### config.mk
export PLATFORM = sky130hd
export DESIGN_NAME = fwd_scoreboard
export DESIGN_NICKNAME = d
export VERILOG_FILES = /design/src/rtl/fwd_scoreboard_pkg.sv /design/src/rtl/fwd_match.sv /design/src/rtl/fwd_scoreboard.sv
export SDC_FILE = /design/constraint.sdc
export NUM_CORES = 1
export LEC_CHECK = 0
export ABC_CLOCK_PERIOD_IN_PS = 3100
export CELL_PAD_IN_SITES_DETAIL_PLACEMENT = 0
export CELL_PAD_IN_SITES_GLOBAL_PLACEMENT = 1
export CORE_MARGIN = 2
export CORE_UTILIZATION = 46
export CTS_CLUSTER_DIAMETER = 120
export DETAILED_ROUTE_END_ITERATION = 7
export PLACE_DENSITY = 0.88
export SYNTH_ARGS = -nofsm -noshare
export SYNTH_HDL_FRONTEND = slang
export SYNTH_SLANG_ARGS = --single-unit
### constraint.sdc
create_clock -name clk -period 3.1 [get_ports clk]
set_input_delay 0.31 -clock clk [delete_from_list [all_inputs] [get_ports clk]]
set_output_delay 0.31 -clock clk [all_outputs]
set_load 0.05 [all_outputs]
### src/rtl/fwd_scoreboard_pkg.sv
// Shared types and helpers for the forwarding scoreboard: the per-stage entry,
// the register-file select value, and parameter legality checks.
package fwd_scoreboard_pkg;

  localparam int SB_AW_MAX = 8;
  localparam int FWD_RF    = 0;

  typedef struct packed {
    logic                 valid;
    logic                 wr;
    logic                 load;
    logic [SB_AW_MAX-1:0] dst;
  } sb_entry_t;

  function automatic bit depth_ok(int depth);
    return (depth >= 2) && (depth <= 8);
  endfunction

  function automatic bit load_stage_ok(int ls, int depth);
    return (ls >= 1) && (ls <= depth - 1);
  endfunction

  // Register 0 is hardwired, so it never produces a dependency.
  function automatic logic entry_hit(sb_entry_t e, logic [SB_AW_MAX-1:0] src);
    return e.valid && e.wr && (e.dst == src) && (src != '0);
  endfunction

endpackage

### src/rtl/fwd_match.sv
// Per-operand forward selection: youngest matching producer in stages 1..DEPTH-1,
// skipping loads whose data is not yet available (flagged as load_haz).
module fwd_match
  import fwd_scoreboard_pkg::*;
#(
  parameter int REG_AW     = 5,
  parameter int DEPTH      = 4,
  parameter int LOAD_STAGE = 2,
  parameter int SEL_W      = $clog2(DEPTH)
) (
  input  logic [REG_AW-1:0]     src,
  input  sb_entry_t [DEPTH-1:0] ent,
  output logic [SEL_W-1:0]      sel,
  output logic                  load_haz
);

  always_comb begin
    sel      = SEL_W'(FWD_RF);
    load_haz = 1'b0;
    // Walk oldest to youngest so the youngest usable match overwrites.
    for (int k = DEPTH - 1; k >= 1; k--) begin
      if (entry_hit(ent[k], SB_AW_MAX'(src))) begin
        if (ent[k].load && (k < LOAD_STAGE)) load_haz = 1'b1;
        else                                 sel      = SEL_W'(k);
      end
    end
  end

endmodule

### src/rtl/fwd_scoreboard.sv
// Pipeline scoreboard: tracks in-flight writers per stage, picks forwarding
// sources for the EX operands and stalls ID on load-use hazards.
module fwd_scoreboard
  import fwd_scoreboard_pkg::*;
#(
  parameter int REG_AW     = 5,
  parameter int NUM_SRC    = 2,
  parameter int DEPTH      = 4,
  parameter int LOAD_STAGE = 2,
  parameter int SEL_W      = $clog2(DEPTH)
) (
  input  logic                      clk,
  input  logic                      rst,
  input  logic                      id_valid,
  input  logic [NUM_SRC*REG_AW-1:0] id_src,
  input  logic [REG_AW-1:0]         id_dst,
  input  logic                      id_wr,
  input  logic                      id_load,
  input  logic                      flush,
  output logic                      stall,
  output logic [NUM_SRC*SEL_W-1:0]  fwd_sel,
  output logic [15:0]               stall_cnt
);

  if (!depth_ok(DEPTH) || !load_stage_ok(LOAD_STAGE, DEPTH) || (REG_AW > SB_AW_MAX))
  begin : g_bad_params
    $error("fwd_scoreboard: illegal DEPTH/LOAD_STAGE/REG_AW combination");
  end

  sb_entry_t [DEPTH-1:0]       sb_q, sb_d;
  logic [NUM_SRC*REG_AW-1:0]   ex_src_q, ex_src_d;
  logic [15:0]                 stall_cnt_q, stall_cnt_d;
  logic [NUM_SRC*SEL_W-1:0]    ex_sel;
  logic [NUM_SRC-1:0]          ex_haz;
  logic                        issue;

  // A load at stage k reaches LOAD_STAGE too late if the consumer would be in EX
  // while the load is still short of it, i.e. k+1 < LOAD_STAGE.
  always_comb begin
    stall = 1'b0;
    if (!rst && id_valid && !flush) begin
      for (int i = 0; i < NUM_SRC; i++) begin
        for (int k = 0; k + 1 < LOAD_STAGE; k++) begin
          if (sb_q[k].load && entry_hit(sb_q[k], SB_AW_MAX'(id_src[i*REG_AW +: REG_AW])))
            stall = 1'b1;
        end
      end
    end
  end

  assign issue = id_valid && !stall && !flush;

  always_comb begin
    sb_d = '0;
    if (issue) begin
      sb_d[0].valid = 1'b1;
      sb_d[0].wr    = id_wr;
      sb_d[0].load  = id_load;
      sb_d[0].dst   = SB_AW_MAX'(id_dst);
    end
    sb_d[1] = flush ? '0 : sb_q[0];
    for (int k = 2; k < DEPTH; k++) sb_d[k] = sb_q[k-1];
    ex_src_d    = issue ? id_src : '0;
    stall_cnt_d = (stall && (stall_cnt_q != 16'hFFFF)) ? stall_cnt_q + 16'd1 : stall_cnt_q;
  end

  always_ff @(posedge clk or posedge rst) begin
    if (rst) begin
      sb_q        <= '0;
      ex_src_q    <= '0;
      stall_cnt_q <= '0;
    end else begin
      sb_q        <= sb_d;
      ex_src_q    <= ex_src_d;
      stall_cnt_q <= stall_cnt_d;
    end
  end

  for (genvar i = 0; i < NUM_SRC; i++) begin : g_op
    fwd_match #(
      .REG_AW    (REG_AW),
      .DEPTH     (DEPTH),
      .LOAD_STAGE(LOAD_STAGE),
      .SEL_W     (SEL_W)
    ) u_match (
      .src     (ex_src_q[i*REG_AW +: REG_AW]),
      .ent     (sb_q),
      .sel     (ex_sel[i*SEL_W +: SEL_W]),
      .load_haz(ex_haz[i])
    );
  end

  assign fwd_sel   = rst ? '0 : ex_sel;
  assign stall_cnt = stall_cnt_q;

  // The stall guarantees a consumer never reaches EX ahead of its load data.
  a_no_early_load: assert property (@(posedge clk) disable iff (rst) ex_haz == '0);

endmodule

==> run metrics, run 1 <==
DRC 0; Initial DRC Count 145; Total Power 1.36 mW; Clock Skews 0.00852 ns; worst-skew pair later-pin latency 0.31 ns; GR Layer Usage met2 27.1%; final setup vio count 0; GPL Wtd Cong 0.876; Startpoint Class register; crit-path max FO 4; most instantiated library cell after synthesis dfrtp_1; Tightest Hold Check Type reg2reg; asr flop ratio synth 100%; M1 GR Usage 24.4%; final non-filler cell total 358; min Tclk post-route 2.93 ns; post-synth design cell area 2740 um^2; outcome finished, final reports clean; Peak Freq 341 MHz; first-pass GRT wire length 8610 um; Tcrit/Tclk final 94.6%; GR Layer Usage met3 3.78%; maxcap violations 0; Mapped Cells 233; maximum clock path buffer count 2; wire length per cell 14.5 um; Layout Nets 304; sequential power share 56.4%; Via Count 1814; Switch Pwr 312 uW; final core utilization 57.4%; Distinct cells, synth 40; Area Overhead vs Synth 22.8%; Pwr Density 404 nW/um^2; fin. max-slew vios 0; Die Y-Extent 81.1 um; post-CTS resize count 0; Worst setup EP type output port; Slew headroom 55.2%; Starting Density 46.8%; PortBufs 41; Internal 1.05 mW; Yosys reg bits 56; pin count of the biggest net entering global routing 57; Clk pwr share 34.7%; share of cells above drive strength 1 12.7%; placed insts 350; synthesized area per cell 11.7 um^2; Comb power frac 8.9%; VDD IR max 229 uV; first-pass iteration count of the detailed router 4; DP HPWL 3860 um; RSZ-0062 raised after global routing false; Final Hold Fails 0; number of placement rows 28; Top Ports 42; top post-synthesis cells by area dfrtp_1 (51%), xor2_1 (8.0%), xnor2_1 (7.4%); Clock Root Buffer clkbuf_8; H-Tree Level Count 2; chip width 81.1 um; Yosys top cell area share 51.2%; Seq/Total Area, Yosys 51.2%; Synth warnings 0; Setup Fix Bufs, Post-CTS 0; Required @ worst endpoint 2.79 ns; total wire length 5170 um; CTS tree built; commonest register cell after synthesis dfrtp_1; GRT Total Usage 17.4%; Pleak 1.51 nW; Net Sw Frac 23.0%; CTS sink count 56; vias per cell 5.07; Slew @ Worst Pin 0.673 ns; Synth area leader dfrtp_1; busiest grt layer met2; initial antenna violation count 0; Die ar. 6580 um^2; Post-synth EDFFs 0; total congestion overflow 0; ANT cells 0; Core Region 5850 um^2; Fillers 491; clock buffer count from CTS 5; post-route antenna net violation count 0; CP arrival 2.62 ns; Final TNS setup 0 ns; Post-CTS Hold Buffers 0; vias in the first global route 1735; Syn Nets 255; Setup CP Type reg2out; top cells by count, synth dfrtp_1 (56), xor2_1 (25), xnor2_1 (23), and2_1 (17), nand4_1 (13); CTS clk-pin slew, worst paths 0.10 ns
[flip-flops by register name (all words and copies together) (netlist names)]
signal and flops:
ex_src_q 10, stall_cnt 16, sb_q 15, sb_d 15
[power groups by stage]
| stage | sequential [mW] | combinational [mW] | clock, mW |
|---|---|---|---|
| after global routing | 0.769 | 0.135 | 0.518 |
| after floorplan | 0.776 | 0.0766 | 0 |
| after CTS | 0.766 | 0.123 | 0.489 |
| after detailed placement | 0.781 | 0.123 | 0 |
| after global placement | 0.780 | 0.122 | 0 |
| final | 0.766 | 0.121 | 0.471 |
[kinds of logic after synthesis]
logic type / Yosys count / synth area share (%)
AND/OR/NAND/NOR: 107 / 26.5
adder cells (fa/ha/maj): 1 / 0.457
multiplexers: 4 / 1.60
XOR/XNOR: 48 / 15.4
AO/OA/AOI/OAI: 9 / 3.20
buffers and inverters: 8 / 1.65
flip-flops: 56 / 51.2
[per-stage QoR]
stage,setup slack (ns),hold WS [ns],instance area [um^2]
after floorplan,0.723,0.347,2740
after global placement,0.404,0.357,3240
after detailed placement,0.355,0.359,3240
after CTS,0.0164,0.381,3360
after global routing,0.00369,0.400,3360
final,0.168,0.381,3360
[worst max-delay path, stage by stage (launching register included)]
cell             delay (ns)
dfrtp_1                0.45
or4_1                  0.55
nor2_1                 0.20
or4_1                  0.18
o211a_1                0.14
clkdlybuf4s50_1        0.79
[final cells by class]
class	instances	area [um^2]	area share [%]
multi-input cells	169	1290	38.4
flip-flops and latches	56	1400	41.7
repair buffers	45	445	13.3
clock inverters	3	42.5	1.27
well taps	75	93.8	2.79
clock buffers	5	68.8	2.05
inverters	5	18.8	0.558
[layout by cell type (no fill, tap or decap), types with 3 or more instances in the layout]
master	instances
clkdlybuf4s50_1	39
and4_1	3
xnor2_1	23
nand2_1	10
or4_1	4
xor2_1	25
dfrtp_1	56
nor2b_1	9
nand4_1	13
nand3_1	9
nor4_1	5
nor2_1	5
inv_1	3
clkbuf_8	5
and2_1	17
nor3_1	6
nor3_2	11
buf_4	4
[metal layers]
metal  routed length (um)  part of all wire, %
met4                   97                  1.9
met1                 2300                   45
met5                    0                    0
met3                  201                  3.9
met2                 2570                   50
[path summary, 6_finish.rpt]
check                                      startpoint                   endpoint  slack [ns]  depth (start not counted)
worst max register to register      sb_q[2]$_DFF_PP0_  stall_cnt[14]$_DFFE_PP0P_        1.01                          6
min in group asynchronous                         rst   stall_cnt[9]$_DFFE_PP0P_        0.71                          3
max in group asynchronous                         rst      ex_src_q[0]$_DFF_PP0_        1.95                          3
worst min-delay path               sb_d[42]$_DFF_PP0_         sb_q[42]$_DFF_PP0_        0.38                          0
worst min register to register     sb_d[42]$_DFF_PP0_         sb_q[42]$_DFF_PP0_        0.38                          0
worst max-delay path            ex_src_q[6]$_DFF_PP0_                 fwd_sel[3]        0.17                          5
(Power assumes the default switching activity.)
==> inputs of run 2 (changes only) <==
- SYNTH_HIERARCHICAL: not set -> 1
==> run metrics, run 2 <==
Via Count 1821 (+0.39%); CTS clk-pin slew, worst paths 0.10 ns (about the same); vias in the first global route 1805 (+4.0%); Clock Skews 0.00846 ns (-0.0000584 ns); Post-CTS Hold Buffers 0 (unchanged); Setup Fix Bufs, Post-CTS 0 (unchanged); fin. max-slew vios 0 (unchanged); Die Y-Extent 81.2 um (+0.14%); RSZ-0062 raised after global routing false; Buf/Inv on CP 1 (unchanged); reg2reg start sb_q[8]$_DFF_PP0_; vias per cell 4.91 (-3.1%); Peak Freq 379 MHz (+11%); DRC 0 (unchanged); first-pass GRT wire length 8470 um (-1.7%); crit-path max FO 4 (unchanged); Clock Root Buffer clkbuf_8; Slew @ Worst Pin 0.688 ns (+0.0151 ns); Die ar. 6600 um^2 (+0.27%); min Tclk post-route 2.64 ns (-0.291 ns); worst path cell trace or4_1 > nor2_2 > or4_4 > o22a_1 > nor2b_1 > dlymetal6s2s_1; DP HPWL 3780 um (-2.1%); GR Layer Usage met3 4.11% (+0.33 points); chip width 81.2 um (+0.14%); CTS sink count 56 (unchanged); M1 GR Usage 22.6% (-1.8 points); H-Tree Level Count 2 (unchanged); Setup CP Type reg2out; Core Region 5850 um^2 (unchanged); Hold Slack 0.395 ns (+0.0144 ns); Top Ports 42 (unchanged); Post-DP Area 3320 um^2 (+2.4%); WP depth 6 (+1); final instance area 3420 um^2 (+1.8%); hold path cells 0 (unchanged); hold wc startpoint sb_d[43]$_DFF_PP0_; total congestion overflow 0 (unchanged); CTS tree built; PortBufs 41 (unchanged); VDD IR max 290 uV (+26%); busiest grt layer met2; post-synth design cell area 2740 um^2 (+0.27%); Area Overhead vs Synth 24.7%; pin count of the biggest net entering global routing 57 (unchanged); maximum clock path buffer count 2 (unchanged); clock buffer count from CTS 5 (unchanged); Max stage delay on crit path 0.57 ns (-0.22 ns); pre-CTS setup slack 0.405 ns (+0.0495 ns); GR Layer Usage met2 27.7% (+0.58 points); Setup WS post-layout 0.459 ns (+0.291 ns); GPL Wtd Cong 0.826 (-5.8%); maxcap violations 0 (unchanged); Tcrit/Tclk final 85.2% (-9.4 points); CP max-delay cell or4_1; Final Hold Fails 0 (unchanged); initial antenna violation count 0 (unchanged); Worst setup EP type output port; Tightest Hold Check Type reg2reg; Required @ worst endpoint 2.79 ns (about the same); Synth warnings 6 (+6); crit path capture fwd_sel[3]; total wire length 4950 um (-4.3%); share of cells above drive strength 1 15.2% (+2.5 points); Mapped Cells 229 (-1.7%); ANT cells 0 (unchanged); GRT Total Usage 16.9% (-0.49 points); Startpoint Class register; most frequent cells in the layout dfrtp_1 (56), xnor2_1 (46), clkdlybuf4s50_1 (36); Slew headroom 54.1% (-1.0 points); Crit path max-delay family simple AND/OR/NAND/NOR gates; flop-to-flop setup slack 1.09 ns (+0.08 ns); Layout Nets 317 (+4.3%); CP arrival 2.33 ns (-0.29 ns); most common cell after layout, fill and taps aside dfrtp_1; max FFs per register 16 (unchanged); Pwr Density 374 nW/um^2 (-7.5%); number of placement rows 28 (unchanged); Starting Density 46.9% (+0.13 points); R2R Path End stall_cnt[1]$_DFFE_PP0P_; wire length per cell 13.4 um (-7.6%); outcome finished, final reports clean; worst-skew pair later-pin latency 0.31 ns (about the same); final setup vio count 0 (unchanged); synthesized area per cell 12.0 um^2 (+2.0%); Final TNS setup 0 ns (unchanged); Fillers 474 (-3.5%); reg2reg path depth 6 (unchanged); post-route antenna net violation count 0 (unchanged); CP startpoint ex_src_q[7]$_DFF_PP0_; first-pass iteration count of the detailed router 6 (+2); Pleak 1.55 nW (+2.4%); Initial DRC Count 128 (-12%)
-- run 2: routing by layer --
layer,up-vias,wire length [um]
li1,905,-
met1,882,2270
met2,32,2500
met3,2,174
met4,0,8
met5,-,0
-- run 2: worst reg2reg max path: stages (launching register included) --
cell and delay, ns:
dfrtp_1 0.35, nor2b_4 0.17, nand4_4 0.13, or4_4 0.55, a21oi_2 0.13, buf_4 0.22
mux2_2 0.35
-- run 2: final cells by class --
cell class	instances	area, um^2	area share [%]
Sequential cell	56	1400	41.0
Multi-Input combinational cell	187	1380	40.3
Timing Repair Buffer	44	453	13.2
Tap cell	75	93.8	2.74
Clock buffer	6	72.6	2.12
Clock inverter	2	16.3	0.475
Inverter	1	3.75	0.110
-- run 2: worst min path at each step --
stage | end | slack [ns]
floorplan | sb_q[43]$_DFF_PP0_ | 0.36
global placement | sb_q[43]$_DFF_PP0_ | 0.37
detailed placement | sb_q[43]$_DFF_PP0_ | 0.38
CTS | sb_q[43]$_DFF_PP0_ | 0.40
global route | sb_q[43]$_DFF_PP0_ | 0.43
finish | sb_q[43]$_DFF_PP0_ | 0.40
-- run 2: power breakdown --
part,switching [mW],internal [mW]
logic,0.0573,0.0631
registers,0.0197,0.747
clock network,0.231,0.161
-- run 2: timing repair --
item,in CTS,in global routing
endpoints found under the setup margin,0,4
resized for setup,0,4
hold endpoints to repair,0,0
-- run 2: through the flow --
stage / util (%) / total power, mW / instances
final: 58.5 / 1.28 / 371
after detailed placement: 56.8 / 0.904 / 363
after global routing: 58.5 / 1.34 / 371
after CTS: 58.3 / 1.30 / 371
after floorplan: - / 0.850 / 246
after global placement: 56.8 / 0.902 / 363
==> inputs of run 3 (changes only) <==
- REMOVE_ABC_BUFFERS: not set -> 1
==> run metrics, run 3 (synthesis gave the netlist of run 2 again) <==
CTS sink count 56 (unchanged); wire length per cell 13.2 um (-1.1%); Starting Density 46.9% (unchanged); hold wc startpoint sb_d[43]$_DFF_PP0_; post-route antenna net violation count 0 (unchanged); R2R Path End stall_cnt[10]$_DFFE_PP0P_; number of placement rows 28 (unchanged); Die Y-Extent 81.2 um (unchanged); Top Ports 42 (unchanged); Die ar. 6600 um^2 (unchanged); DRC 0 (unchanged); CTS clk-pin slew, worst paths 0.09 ns (about the same); Core Region 5850 um^2 (unchanged); max FFs per register 16 (unchanged); vias in the first global route 1855 (+2.8%); total congestion overflow 0 (unchanged); H-Tree Level Count 2 (unchanged); Tightest Hold Check Type reg2reg; maxcap violations 0 (unchanged); GPL Wtd Cong 0.859 (+4.1%); final setup vio count 0 (unchanged); Final TNS setup 0 ns (unchanged); min Tclk post-route 2.98 ns (+0.336 ns); Setup CP Type reg2out; most frequent cells in the layout dfrtp_1 (56), xnor2_1 (46), clkdlybuf4s50_1 (38); outcome finished, final reports clean; Layout Nets 318 (+0.32%); Hold Slack 0.407 ns (+0.0116 ns); worst-skew pair later-pin latency 0.30 ns (about the same); VDD IR max 313 uV (+8.1%); crit-path max FO 4 (unchanged); DP HPWL 3810 um (+0.66%); first-pass GRT wire length 8570 um (+1.2%); RSZ-0062 raised after global routing false; flop-to-flop setup slack 0.99 ns (-0.10 ns); CP arrival 2.67 ns (+0.34 ns); first-pass iteration count of the detailed router 4 (-2); pin count of the biggest net entering global routing 57 (unchanged); ANT cells 0 (unchanged); Via Count 1796 (-1.4%); Slew headroom 54.5% (+0.35 points); CTS tree built; most common cell after layout, fill and taps aside dfrtp_1; Startpoint Class register; vias per cell 4.83 (-1.6%); Final Hold Fails 0 (unchanged); Setup Fix Bufs, Post-CTS 0 (unchanged); chip width 81.2 um (unchanged); PortBufs 41 (unchanged); Peak Freq 336 MHz (-11%); reg2reg path depth 7 (+1); total wire length 4910 um (-0.81%); Min-Delay Endpoint sb_q[43]$_DFF_PP0_; Initial DRC Count 111 (-13%); Pleak 1.54 nW (-0.60%); hold path cells 0 (unchanged); reg2reg start sb_q[1]$_DFF_PP0_; final core utilization 59.2% (+0.68 points); maximum clock path buffer count 2 (unchanged); fin. max-slew vios 0 (unchanged); Clock Root Buffer clkbuf_8; Required @ worst endpoint 2.79 ns (about the same); Area Overhead vs Synth 26.1%; final non-filler cell total 372 (+0.27%); Pwr Density 404 nW/um^2 (+7.9%); Tcrit/Tclk final 96.0% (+11 points); placed insts 364 (+0.28%); Clock Skews 0.00650 ns (-0.00197 ns); initial antenna violation count 0 (unchanged); Setup WS post-layout 0.123 ns (-0.336 ns); Slew @ Worst Pin 0.682 ns (-0.00531 ns); share of cells above drive strength 1 15.8% (+0.62 points); Worst setup EP type output port; GRT Total Usage 17.0% (+0.12 points); clock buffer count from CTS 5 (unchanged); pre-CTS setup slack 0.422 ns (+0.0172 ns)
-- run 3: cell count changes in the layout (fill, tap and decap cells not counted), sizes merged --
cell,delta
clkbuf,+1
buf,+1
clkdlybuf4s50,+2
clkinvlp,-1
clkinv,-1
dlymetal6s2s,-2
bufinv,+1
-- run 3: worst max-delay path, cell delays in order (launching register included) --
cell             delay (ns)
dfrtp_1                0.45
or4_1                  0.56
nor2_2                 0.16
or4_4                  0.16
o22a_1                 0.12
nor2b_1                0.12
clkdlybuf4s50_1        0.80
-- run 3: how the worst max path moves through the flow --
| stage | cells past startpoint | from | slack [ns] | to |
|---|---|---|---|---|
| after detailed placement | 6 | ex_src_q[7]$_DFF_PP0_ | 0.42 | fwd_sel[3] |
| final | 6 | ex_src_q[2]$_DFF_PP0_ | 0.12 | fwd_sel[1] |
| after CTS | 6 | ex_src_q[7]$_DFF_PP0_ | 0.08 | fwd_sel[3] |
| after global placement | 6 | ex_src_q[7]$_DFF_PP0_ | 0.44 | fwd_sel[3] |
| after floorplan | 5 | rst | -0.23 | stall_cnt[1]$_DFFE_PP0P_ |
| after global routing | 6 | ex_src_q[1]$_DFF_PP0_ | 0.01 | fwd_sel[0] |
-- run 3: repair_timing --
action / in CTS / in global routing
endpoints found under the setup margin: 0 / 2
hold buffers: 0 / 0
resized for setup: 0 / 2
-- run 3: area by class of cell --
type                            instances  area [um^2]
Clock buffer                            7         96.3
Multi-Input combinational cell        187         1380
Sequential cell                        56         1400
Timing Repair Buffer                   45          455
Clock inverter                          1         30.0
Inverter                                1         3.75
Fill cell                             494         2390
Tap cell                               75         93.8
-- run 3: routing by layer --
metal / global-route usage, % / wire length [um]
met5: 0 / 0
met4: 4.07 / 57
met3: 3.56 / 151
met2: 28.3 / 2430
met1: 23.0 / 2280
-- run 3: through the flow --
step	total power [mW]	instance area (um^2)
after detailed placement	0.905	3330
after CTS	1.41	3460
after global routing	1.46	3460
final	1.40	3460
after global placement	0.904	3330
after floorplan	0.849	2790
-- run 3: power breakdown --
part | internal, mW | total [mW] | switching [mW]
clock network | 0.285 | 0.509 | 0.224
registers | 0.747 | 0.766 | 0.0196
logic | 0.0640 | 0.121 | 0.0574
total | 1.10 | 1.40 | 0.301
